===== src/rtl/alu_mul_seq.sv =====
// 8x8 unsigned shift-add multiplier that borrows the shared registered ALU for each partial-product add.
// Optional MUL_SKIP_ZERO_EN: finish early once all remaining multiplier bits are zero.

package arch_defs_pkg;
   localparam int         DATA_WIDTH = 8;
   localparam logic [3:0] ALU_ADD    = 4'b0010;
endpackage

// state   | meaning
// S_IDLE  | waiting for start
// S_TEST  | inspect pl[0]: shift on 0, issue ALU add on 1
// S_CAPT  | ALU sum is back; shift carry/sum into the accumulator
// S_DONE  | product valid, done pulse
module alu_mul_seq #(
   parameter int DATA_WIDTH = arch_defs_pkg::DATA_WIDTH
) (
   input  logic                      clk,
   input  logic                      reset,
   input  logic                      start,
   input  logic [DATA_WIDTH-1:0]     multiplicand,
   input  logic [DATA_WIDTH-1:0]     multiplier,
   output logic                      busy,
   output logic                      done,
   output logic [2*DATA_WIDTH-1:0]   product,
   output logic                      alu_own,
   output logic [3:0]                alu_op,
   output logic [DATA_WIDTH-1:0]     alu_in_one,
   output logic [DATA_WIDTH-1:0]     alu_in_two,
   output logic                      alu_in_carry,
   input  logic [DATA_WIDTH-1:0]     alu_result,
   input  logic                      alu_carry
);

   localparam int              CW       = $clog2(DATA_WIDTH + 1);
   localparam logic [CW-1:0]   CNT_LAST = CW'(DATA_WIDTH);

   localparam logic [1:0] S_IDLE = 2'd0;
   localparam logic [1:0] S_TEST = 2'd1;
   localparam logic [1:0] S_CAPT = 2'd2;
   localparam logic [1:0] S_DONE = 2'd3;

   logic [1:0]              state, state_nxt;
   logic [DATA_WIDTH-1:0]   ph, pl, mc;
   logic [CW-1:0]           cnt, cnt_nxt;
   logic [2*DATA_WIDTH-1:0] acc_nxt;
   logic                    add_issue;
`ifdef MUL_SKIP_ZERO_EN
   logic [DATA_WIDTH-1:0]   rest_mask;
   logic [CW-1:0]           skip_shamt;
`endif

   always_comb begin
      state_nxt = state;
      acc_nxt   = {ph, pl};
      cnt_nxt   = cnt;
      add_issue = 1'b0;
`ifdef MUL_SKIP_ZERO_EN
      rest_mask  = {DATA_WIDTH{1'b1}} >> cnt;
      skip_shamt = CNT_LAST - cnt;
`endif
      case (state)
         S_IDLE: begin
            if (start) begin
               acc_nxt   = {{DATA_WIDTH{1'b0}}, multiplier};
               cnt_nxt   = '0;
               state_nxt = S_TEST;
            end
         end
         S_TEST: begin
`ifdef MUL_SKIP_ZERO_EN
            // Remaining multiplier bits all zero: the rest is pure shifting.
            if ((pl & rest_mask) == '0) begin
               acc_nxt   = {ph, pl} >> skip_shamt;
               cnt_nxt   = CNT_LAST;
               state_nxt = S_DONE;
            end else
`endif
            if (pl[0]) begin
               add_issue = 1'b1;
               state_nxt = S_CAPT;
            end else begin
               acc_nxt   = {ph, pl} >> 1;
               cnt_nxt   = cnt + 1'b1;
               state_nxt = (cnt_nxt == CNT_LAST) ? S_DONE : S_TEST;
            end
         end
         S_CAPT: begin
            // The add carry-out becomes the new top bit of the accumulator.
            acc_nxt   = {alu_carry, alu_result, pl[DATA_WIDTH-1:1]};
            cnt_nxt   = cnt + 1'b1;
            state_nxt = (cnt_nxt == CNT_LAST) ? S_DONE : S_TEST;
         end
         default: begin
            state_nxt = S_IDLE;
         end
      endcase
   end

   always_ff @(posedge clk) begin
      if (reset) begin
         state   <= S_IDLE;
         ph      <= '0;
         pl      <= '0;
         mc      <= '0;
         cnt     <= '0;
         product <= '0;
      end else begin
         state    <= state_nxt;
         {ph, pl} <= acc_nxt;
         cnt      <= cnt_nxt;
         if (state == S_IDLE && start)
            mc <= multiplicand;
         // Loaded on entry to DONE so product is already valid with the done pulse.
         if (state != S_DONE && state_nxt == S_DONE)
            product <= acc_nxt;
      end
   end

   assign busy         = (state != S_IDLE);
   assign done         = (state == S_DONE);
   assign alu_own      = busy;
   assign alu_op       = arch_defs_pkg::ALU_ADD;
   assign alu_in_one   = add_issue ? ph : '0;
   assign alu_in_two   = add_issue ? mc : '0;
   assign alu_in_carry = 1'b0;

endmodule


===== config.mk =====
export PLATFORM = sky130hd
export DESIGN_NAME = alu_mul_seq
export DESIGN_NICKNAME = d
export VERILOG_FILES = /design/src/rtl/alu_mul_seq.sv
export SDC_FILE = /design/constraint.sdc
export NUM_CORES = 1
export LEC_CHECK = 0
export BUFFER_PORTS_ARGS = -buffer_cell sky130_fd_sc_hd__buf_2
export CORE_MARGIN = 3
export CORE_UTILIZATION = 40
export DETAILED_ROUTE_END_ITERATION = 10
export PLACE_DENSITY = 0.67
export SYNTH_ARGS = -nofsm -noshare
export SYNTH_HDL_FRONTEND = slang
export SYNTH_SLANG_ARGS = --single-unit

===== constraint.sdc =====
create_clock -name clk -period 2 [get_ports clk]
set_clock_uncertainty 0.05 [all_clocks]
set_input_delay 0.4 -clock clk [delete_from_list [all_inputs] [get_ports clk]]
set_output_delay 0.4 -clock clk [all_outputs]
set_load 0.05 [all_outputs]

Word level (Yosys, flattened, before mapping)
Index checks and enable logic that the tools add are counted.
Storage, ports and cells
  input port bits: 28
  bits in registers: 46
  memories kept: 0
  bits in latches: 0
  memory bits (read-only): 0
  bits in writable memories: 0
  word-level logic and storage cells: 35
Operators by class
  add/sub/neg operators: 1
  equal/unequal tests: 8
  shift-type cells: 0
  divide/modulo/power cells: 0
  reductions and logical operators: 6
  mux-type cells: 14
  multiply operators: 0
  order comparisons: 0
  bitwise gates (word level): 0
Operator list (number)
  one-hot mux 16 bit (3 select lines): 1
  two-way mux 16 bit: 2
  two-way mux 8 bit: 2
  one-hot mux 4 bit (3 select lines): 1
  two-way mux 4 bit: 2
  == test 2 bit, second input constant: 3
  two-way mux 2 bit: 3
  != test 2 bit, second input constant: 3
  one-hot mux 2 bit (3 select lines): 1
  adder 4 x 1 -> 4 bit, second input constant: 1
  == test 4 bit, second input constant: 1
  AND reduction 3 bit: 1
  nonzero test 3 bit: 1
  == test 2 x 1 -> 1 bit, second input constant: 1
  logical AND 1 bit: 2
  logical NOT 2 bit: 1
  two-way mux 1 bit: 2
  nonzero test 2 bit: 1

Logic depth before layout (Yosys ltp)
Gate-level depths: netlist of the first run.
  depth after elaboration: 7
  mapped depth: 8
  gate-level depth less buffers: 6

Worst setup path before layout of the first run
OpenSTA, ideal clock, no wires.
  path kind: flip-flop to flip-flop
  start: reg state[1]
  end: reg product[7]
  buffers on the path: 0
  path slack: -56 ps
  data required time: 1829 ps
  cell stages (with the launch flop): 6
  arrival time: 1885 ps
  cell sequence: dfxtp_1 ha_1 clkinv_1 a31oi_1 a31oi_1 mux2_4
On the way
  word-level cells in the longest chain between the ends: 4
RTL lines
  start: declaration: line 42  | logic [1:0] state, state_nxt;
  start signal: assignment: line 108  | state <= state_nxt;
  == test 2 bit (tied with other cells): line 61  | case (state)
  one-hot mux 2 bit (3 select lines): line 61
  == test 2 bit: line 114  | if (state != S_DONE && state_nxt == S_DONE)
  logical AND 1 bit: line 114
  end signal: assignment: line 115  | product <= acc_nxt;
  end: declaration: line 24  | output logic [2*DATA_WIDTH-1:0] product,
Parallel ways exist; a longest one is shown, timed or not.
A chain may end at the register's enable or synchronous reset.

Worst setup path in the final report of the first run
  start: reg state[0]
  end: reg product[0]
The elaborated chain is that of the path after synthesis.

==> results of run 1 <==
## sequential cells by signal, indices dropped and copies added, names as in the netlist
signal   flops
mc           8
pl           8
state        2
cnt          4
ph           8
product     16
## power breakdown
part           switching, uW  total, uW  internal [uW]
clock                    307        584            278
sequential              34.8        992            957
combinational            253        405            152
total                    595       1980           1390
## routing by layer
metal	wire, um	GRT usage (%)
met1	2595	20.12
met2	2556	26.46
met3	280	4.563
met4	25	4.309
met5	0	0
## path summary, 6_finish.rpt
path	slack [ns]	endpoint	startpoint	cells past startpoint
max	0.05	product[0]$_SDFFE_PP0P_	state[0]$_SDFF_PP0_	7
min reg2reg	0.40	mc[5]$_SDFFE_PP0P_	mc[5]$_SDFFE_PP0P_	2
min	0.28	mc[5]$_SDFFE_PP0P_	multiplicand[5]	3
max reg2reg	0.05	product[0]$_SDFFE_PP0P_	state[0]$_SDFF_PP0_	7
## metrics by stage
stage / hold WS, ns / power [uW]
2_1_floorplan: 0.3819 / 1304
3_3_place_gp: 0.3884 / 1398
3_5_place_dp: 0.3974 / 1403
4_1_cts: 0.2680 / 2001
5_1_grt: 0.2800 / 2088
6_report: 0.2822 / 1981
## cell type report
class                      instances  area (um2)  share of cell area [%]
timing repair buffer              75       483.0                   16.50
clock inverter                     2       12.51                  0.4275
inverter                           5       18.77                  0.6413
tap                               72       90.09                   3.078
multi-input combinational        193        1315                   44.93
sequential                        46       924.6                   31.59
clock buffer                       6       82.58                   2.822
## Yosys cell counts (all sizes together) (5+ instances only)
cell,number
ha,5
a31oi,17
o211ai,8
buf,15
clkbuf,11
nand2,40
nor2b,21
o21ai,15
a21oi,14
o31ai,7
and3,17
dfxtp,46
mux2,23
## what timing repair did
| action | CTS | global route |
|---|---|---|
| endpoints found under the hold margin | 0 | 0 |
| setup endpoints to repair | 16 | 39 |
| gates cloned | 0 | 0 |
| gates resized for setup | 19 | 7 |
## worst max-delay path: cells and delay by family, from the launching register on
kind,cells,cell delay [ns]
fa+ha+maj,1,0.25
compound gates,2,0.37
simple gates,1,0.18
flops,1,0.38
buf+inv,2,0.26
mux,1,0.34
## logic make-up (layout without fill, tap and decap cells)
kind of cell             Yosys count  count (layout)  share of synthesized area (%)
other                              2               5                         0.3164
buffers and inverters             31              88                          7.221
multiplexers                      23              23                          12.49
AO/OA/AOI/OAI                     64              64                          17.19
AND/OR/NAND/NOR                   96              96                          21.35
flip-flops                        46              46                          38.80
adder cells (fa/ha/maj)            5               5                          2.636
==> run summary, run 1 <==
critical path cell sequence -> inv_1, ha_1, nor2b_4, a21o_1, o21ai_4, buf_12, mux2_2
PD cells -> 677.0 nW/um2
Syn Inst Count -> 267
CORE AREA -> 5608 um2
Area Overhead vs Synth -> 23.30%
top post-synthesis cells by area -> dfxtp_1 (39%), mux2_4 (6.3%), nand2_1 (6.3%)
# diodes -> 0
Lkg Pwr -> 0.001364 uW
commonest non-fill, non-tap cell in the layout -> buf_2
top_reg_cell synth -> dfxtp_1
layout cells sized above 1 -> 35.78%
dpl cell area -> 2758 um2
Synth Warn # -> 0
global-route usage over all layers -> 15.92%
final setup margin -> 0.05483 ns
crit end category -> flip-flop
max_cap viols -> 0
CTS tree -> done
Cell Rows -> 27
Final Util -> 52.19%
Slew @ Worst Pin -> 0.5235 ns
CP Launch Type -> flip-flop
initial drt markers -> 134
FILL cells -> 558
Final Cycle Share -> 97.26%
Post-CTS Hold Fix Bufs -> 0
endpoints failing hold -> 0
setup TNS -> 0 ns
initial antenna violation count -> 0
pin count of the biggest net entering global routing -> 35
Layout Nets -> 359
fin area -> 2927 um2
Setup Viol. Count Final -> 0
Initial Util -> 42.32%
synthesized area per cell -> 8.890 um2
Max H-tree Level -> 2
Slew headroom -> 64.83%
top cell type by total area after synthesis -> dfxtp_1
most frequent cells in the layout -> buf_2 (45), dfxtp_1 (43), nand2_1 (40), buf_4 (25), nor2b_1 (19)
Crit-path slowest cell -> dfxtp_2
post-place setup slack -> 0.04310 ns
first-pass GRT wire length -> 9114 um
top-level I/O count -> 68
number of global-route vias before repair -> 1988
GRT overflow -> 0
Detail Route Antenna Nets -> 0
die area -> 6894 um2
RD Place Congestion -> 0.8885
CTS sink count -> 46
die width -> 83.03 um
Post-synth ARST share -> 0%
Setup Buffers After CTS -> 0
placed insts -> 391
min cycle time layout -> 1.945 ns
Vias -> 2031
area share of the largest cell type after synthesis -> 38.80%
Crit Path Max Fanout -> 16
Peak VDD IR -> 0.4131 mV
number of synthesized flops with an enable pin -> 0
port buffer count -> 62
hpwl dp -> 3829 um
CP arrival -> 2.09 ns
Worst Setup Path Type -> flip-flop to flip-flop
routed vias/inst -> 5.090
CTS Buf Count -> 5
RSZ-0062 raised after global routing -> yes
CTS clk-pin slew, worst paths -> 0.08 ns
register area share after synthesis -> 38.80%
DRC -> 0
final non-filler cell total -> 399
CP max stage delay -> 0.38 ns
critical path data required time -> 2.14 ns
Die H -> 83.03 um
WL/cell -> 13.68 um
cell area after synthesis -> 2374 um2
Clock Latency Late Sink -> 0.30 ns
CTS max path bufs -> 2
Synth Register Bits -> 46
Final Max Tran Viols -> 0
synth unique cells -> 37
f_max -> 0.5141 GHz
Post-Route WL -> 5457 um
Hold WC Path Type -> primary input to flip-flop
CTS Root Cell -> clkbuf_8
DRT Pass-1 Iters -> 4
outcome -> finished clean
Note: power is estimated with default switching activity, not from simulation.
==> run 2: changes to the inputs <==
--- a/config.mk
+++ b/config.mk
@@ -9,7 +9,7 @@
 export CORE_MARGIN = 3
 export CORE_UTILIZATION = 40
 export DETAILED_ROUTE_END_ITERATION = 10
-export PLACE_DENSITY = 0.67
+export PLACE_DENSITY = 0.72
 export SYNTH_ARGS = -nofsm -noshare
 export SYNTH_HDL_FRONTEND = slang
 export SYNTH_SLANG_ARGS = --single-unit
==> run 2 against run 1 <==
  * Register-to-register slack better by 0.05 ns
  * Critical path type is now flip-flop to output port
  * Fmax down 0.23%
  * Sequential power down 0.8%
  * Largest cell class unchanged
  * Via count up 2.3%
==> run summary, run 2 (synthesized netlist as in run 1, its figures left out) <==
outcome -> finished clean (unchanged)
CTS clk-pin slew, worst paths -> 0.09 ns (was 0.08 ns)
global-route usage over all layers -> 16.78% (was 15.92%)
CP Launch Type -> flip-flop (unchanged)
Reg power frac -> 49.5% (was 50.0%)
critical path data required time -> 1.55 ns (was 2.14 ns)
fin area -> 2909 um2 (was 2927 um2)
Int Pwr -> 1356 uW (was 1387 uW)
min cycle time layout -> 1.950 ns (was 1.945 ns)
Clock Latency Late Sink -> 0.30 ns (about the same)
most frequent cells in the layout -> buf_2 (46), dfxtp_1 (44), nand2_1 (40), buf_4 (29), nor2b_1 (18) (was buf_2 (45), dfxtp_1 (43), nand2_1 (40), buf_4 (25), nor2b_1 (19))
CTS Root Cell -> clkbuf_8 (unchanged)
switching pwr -> 631.0 uW (was 594.5 uW)
CTS max path bufs -> 2 (unchanged)
worst reg-to-reg path cell count -> 7 (unchanged)
dpl cell area -> 2755 um2 (was 2758 um2)
Slew headroom -> 64.24% (was 64.83%)
Post-CTS Hold Fix Bufs -> 0 (unchanged)
CTS Buf Count -> 5 (unchanged)
port buffer count -> 62 (unchanged)
Largest register FFs -> 16 (unchanged)
crit end category -> output port (was flip-flop)
Setup Viol. Count Final -> 0 (unchanged)
flop2flop setup slack -> 0.10 ns (was 0.05 ns)
endpoints failing hold -> 0 (unchanged)
met2 Use GR -> 26.82% (was 26.46%)
DRT Pass-1 Iters -> 4 (unchanged)
Die H -> 83.03 um (unchanged)
commonest non-fill, non-tap cell in the layout -> buf_2 (unchanged)
clock network power share -> 29.7% (was 29.5%)
Layout Nets -> 362 (was 359)
PD cells -> 683.0 nW/um2 (was 677.0 nW/um2)
worst r2r dst -> product[1]$_SDFFE_PP0P_ (was product[0]$_SDFFE_PP0P_)
pin count of the biggest net entering global routing -> 34 (was 35)
Crit Path Max Fanout -> 9 (was 16)
Lkg Pwr -> 0.001364 uW (about the same)
Final Max Tran Viols -> 0 (unchanged)
Vias -> 2077 (was 2031)
gr busiest metal -> met2 (unchanged)
CTS sink count -> 46 (unchanged)
GRT overflow -> 0 (unchanged)
Area Overhead vs Synth -> 22.56% (was 23.30%)
Detail Route Antenna Nets -> 0 (unchanged)
Initial Util -> 42.32% (unchanged)
Final Util -> 51.87% (was 52.19%)
Most flops, register -> product (unchanged)
max_cap viols -> 0 (unchanged)
CORE AREA -> 5608 um2 (unchanged)
RSZ-0062 raised after global routing -> yes (unchanged)
Sw Share -> 31.76% (was 30.01%)
WL/cell -> 13.98 um (was 13.68 um)
die area -> 6894 um2 (unchanged)
f_max -> 0.5129 GHz (was 0.5141 GHz)
hold endpoint -> mc[1]$_SDFFE_PP0P_ (was mc[5]$_SDFFE_PP0P_)
Logic pwr share -> 20.7% (was 20.5%)
met1 Track Usage GR -> 21.73% (was 20.12%)
die width -> 83.03 um (unchanged)
min-delay src -> multiplicand[1] (was multiplicand[5])
first-pass GRT wire length -> 9604 um (was 9114 um)
Peak VDD IR -> 0.4485 mV (was 0.4131 mV)
initial drt markers -> 139 (was 134)
Max H-tree Level -> 2 (unchanged)
Slew @ Worst Pin -> 0.5353 ns (was 0.5235 ns)
Cell Rows -> 27 (unchanged)
CP arrival -> 1.50 ns (was 2.09 ns)
Multi-input gate area -> 1303 um2 (was 1315 um2)
FF-to-FF Start -> state[1]$_SDFF_PP0_ (was state[0]$_SDFF_PP0_)
register area -> 923.4 um2 (was 924.6 um2)
Final Cycle Share -> 97.48% (was 97.26%)
FILL cells -> 548 (was 558)
hold path depth -> 3 (unchanged)
Hold WC Path Type -> primary input to flip-flop (unchanged)
DRC -> 0 (unchanged)
Worst Setup Path Type -> flip-flop to output port (was flip-flop to flip-flop)
hpwl dp -> 4051 um (was 3829 um)
Setup Buffers After CTS -> 0 (unchanged)
Post-Route WL -> 5619 um (was 5457 um)
CTS tree -> done (unchanged)
layout cells sized above 1 -> 36.06% (was 35.78%)
RD Place Congestion -> 0.7820 (was 0.8885)
top-level I/O count -> 68 (unchanged)
# diodes -> 0 (unchanged)
routed vias/inst -> 5.167 (was 5.090)
M3 GR Usage -> 3.968% (was 4.563%)
number of global-route vias before repair -> 2035 (was 1988)
initial antenna violation count -> 0 (unchanged)
[run 2: worst max-delay path, stage by stage, from the launching register on]
cell	delay [ns]
dfxtp_2	0.35
inv_1	0.08
ha_2	0.23
buf_4	0.17
and3_1	0.17
buf_4	0.20
[run 2: repair_timing]
| item | in CTS | in global routing |
|---|---|---|
| resized for setup | 8 | 27 |
| pin swaps | 0 | 0 |
| hold endpoints to repair | 0 | 0 |
| cloned | 0 | 0 |
| endpoints found under the setup margin | 28 | 23 |
[run 2: worst max path at each step]
stage / start / to / slack, ns / depth (start not counted)
finish: state[1]$_SDFF_PP0_ / alu_in_one[0] / 0.05 / 5
global route: state[1]$_SDFF_PP0_ / alu_in_two[2] / -0.008 / 5
CTS: state[1]$_SDFF_PP0_ / alu_in_two[7] / 0.0005 / 5
detailed placement: state[1]$_SDFF_PP0_ / product[3]$_SDFFE_PP0P_ / 0.02 / 7
global placement: state[1]$_SDFF_PP0_ / product[15]$_SDFFE_PP0P_ / 0.10 / 7
floorplan: state[0]$_SDFF_PP0_ / product[10]$_SDFFE_PP0P_ / 0.02 / 8
[run 2: layer usage]
metal	share of wire (%)	routed length, um
met3	5.8	326
met5	0	0
met2	47	2655
met1	45	2553
met4	1.5	84
[run 2: layout make-up]
cell class | instances | area share (%)
Multi-Input combinational cell | 193 | 44.77
Sequential cell | 46 | 31.74
Timing Repair Buffer | 78 | 16.56
Tap cell | 72 | 3.097
Clock buffer | 5 | 2.366
Clock inverter | 3 | 0.8172
Inverter | 5 | 0.6452
[run 2: power by group through the flow]
| stage | Sequential, uW | Clock [uW] | Combinational [uW] |
|---|---|---|---|
| after CTS | 983 | 598 | 408 |
| final | 984 | 591 | 412 |
| after detailed placement | 1000 | 0 | 405 |
| after global placement | 1000 | 0 | 398 |
| after floorplan | 1000 | 0 | 299 |
| after global routing | 990 | 640 | 451 |
[run 2: per-stage QoR]
stage                     setup TNS (ns)  setup slack (ns)  hold WS, ns  instances  total power [uW]
after floorplan                        0           0.02150       0.3819        270              1304
after global placement                 0            0.1013       0.3879        394              1399
after detailed placement               0           0.02026       0.3918        394              1408
after CTS                              0         0.0004514       0.2711        402              1989
after global routing            -0.01603         -0.008401       0.2908        402              2081
final                                  0           0.05044       0.2847        402              1987
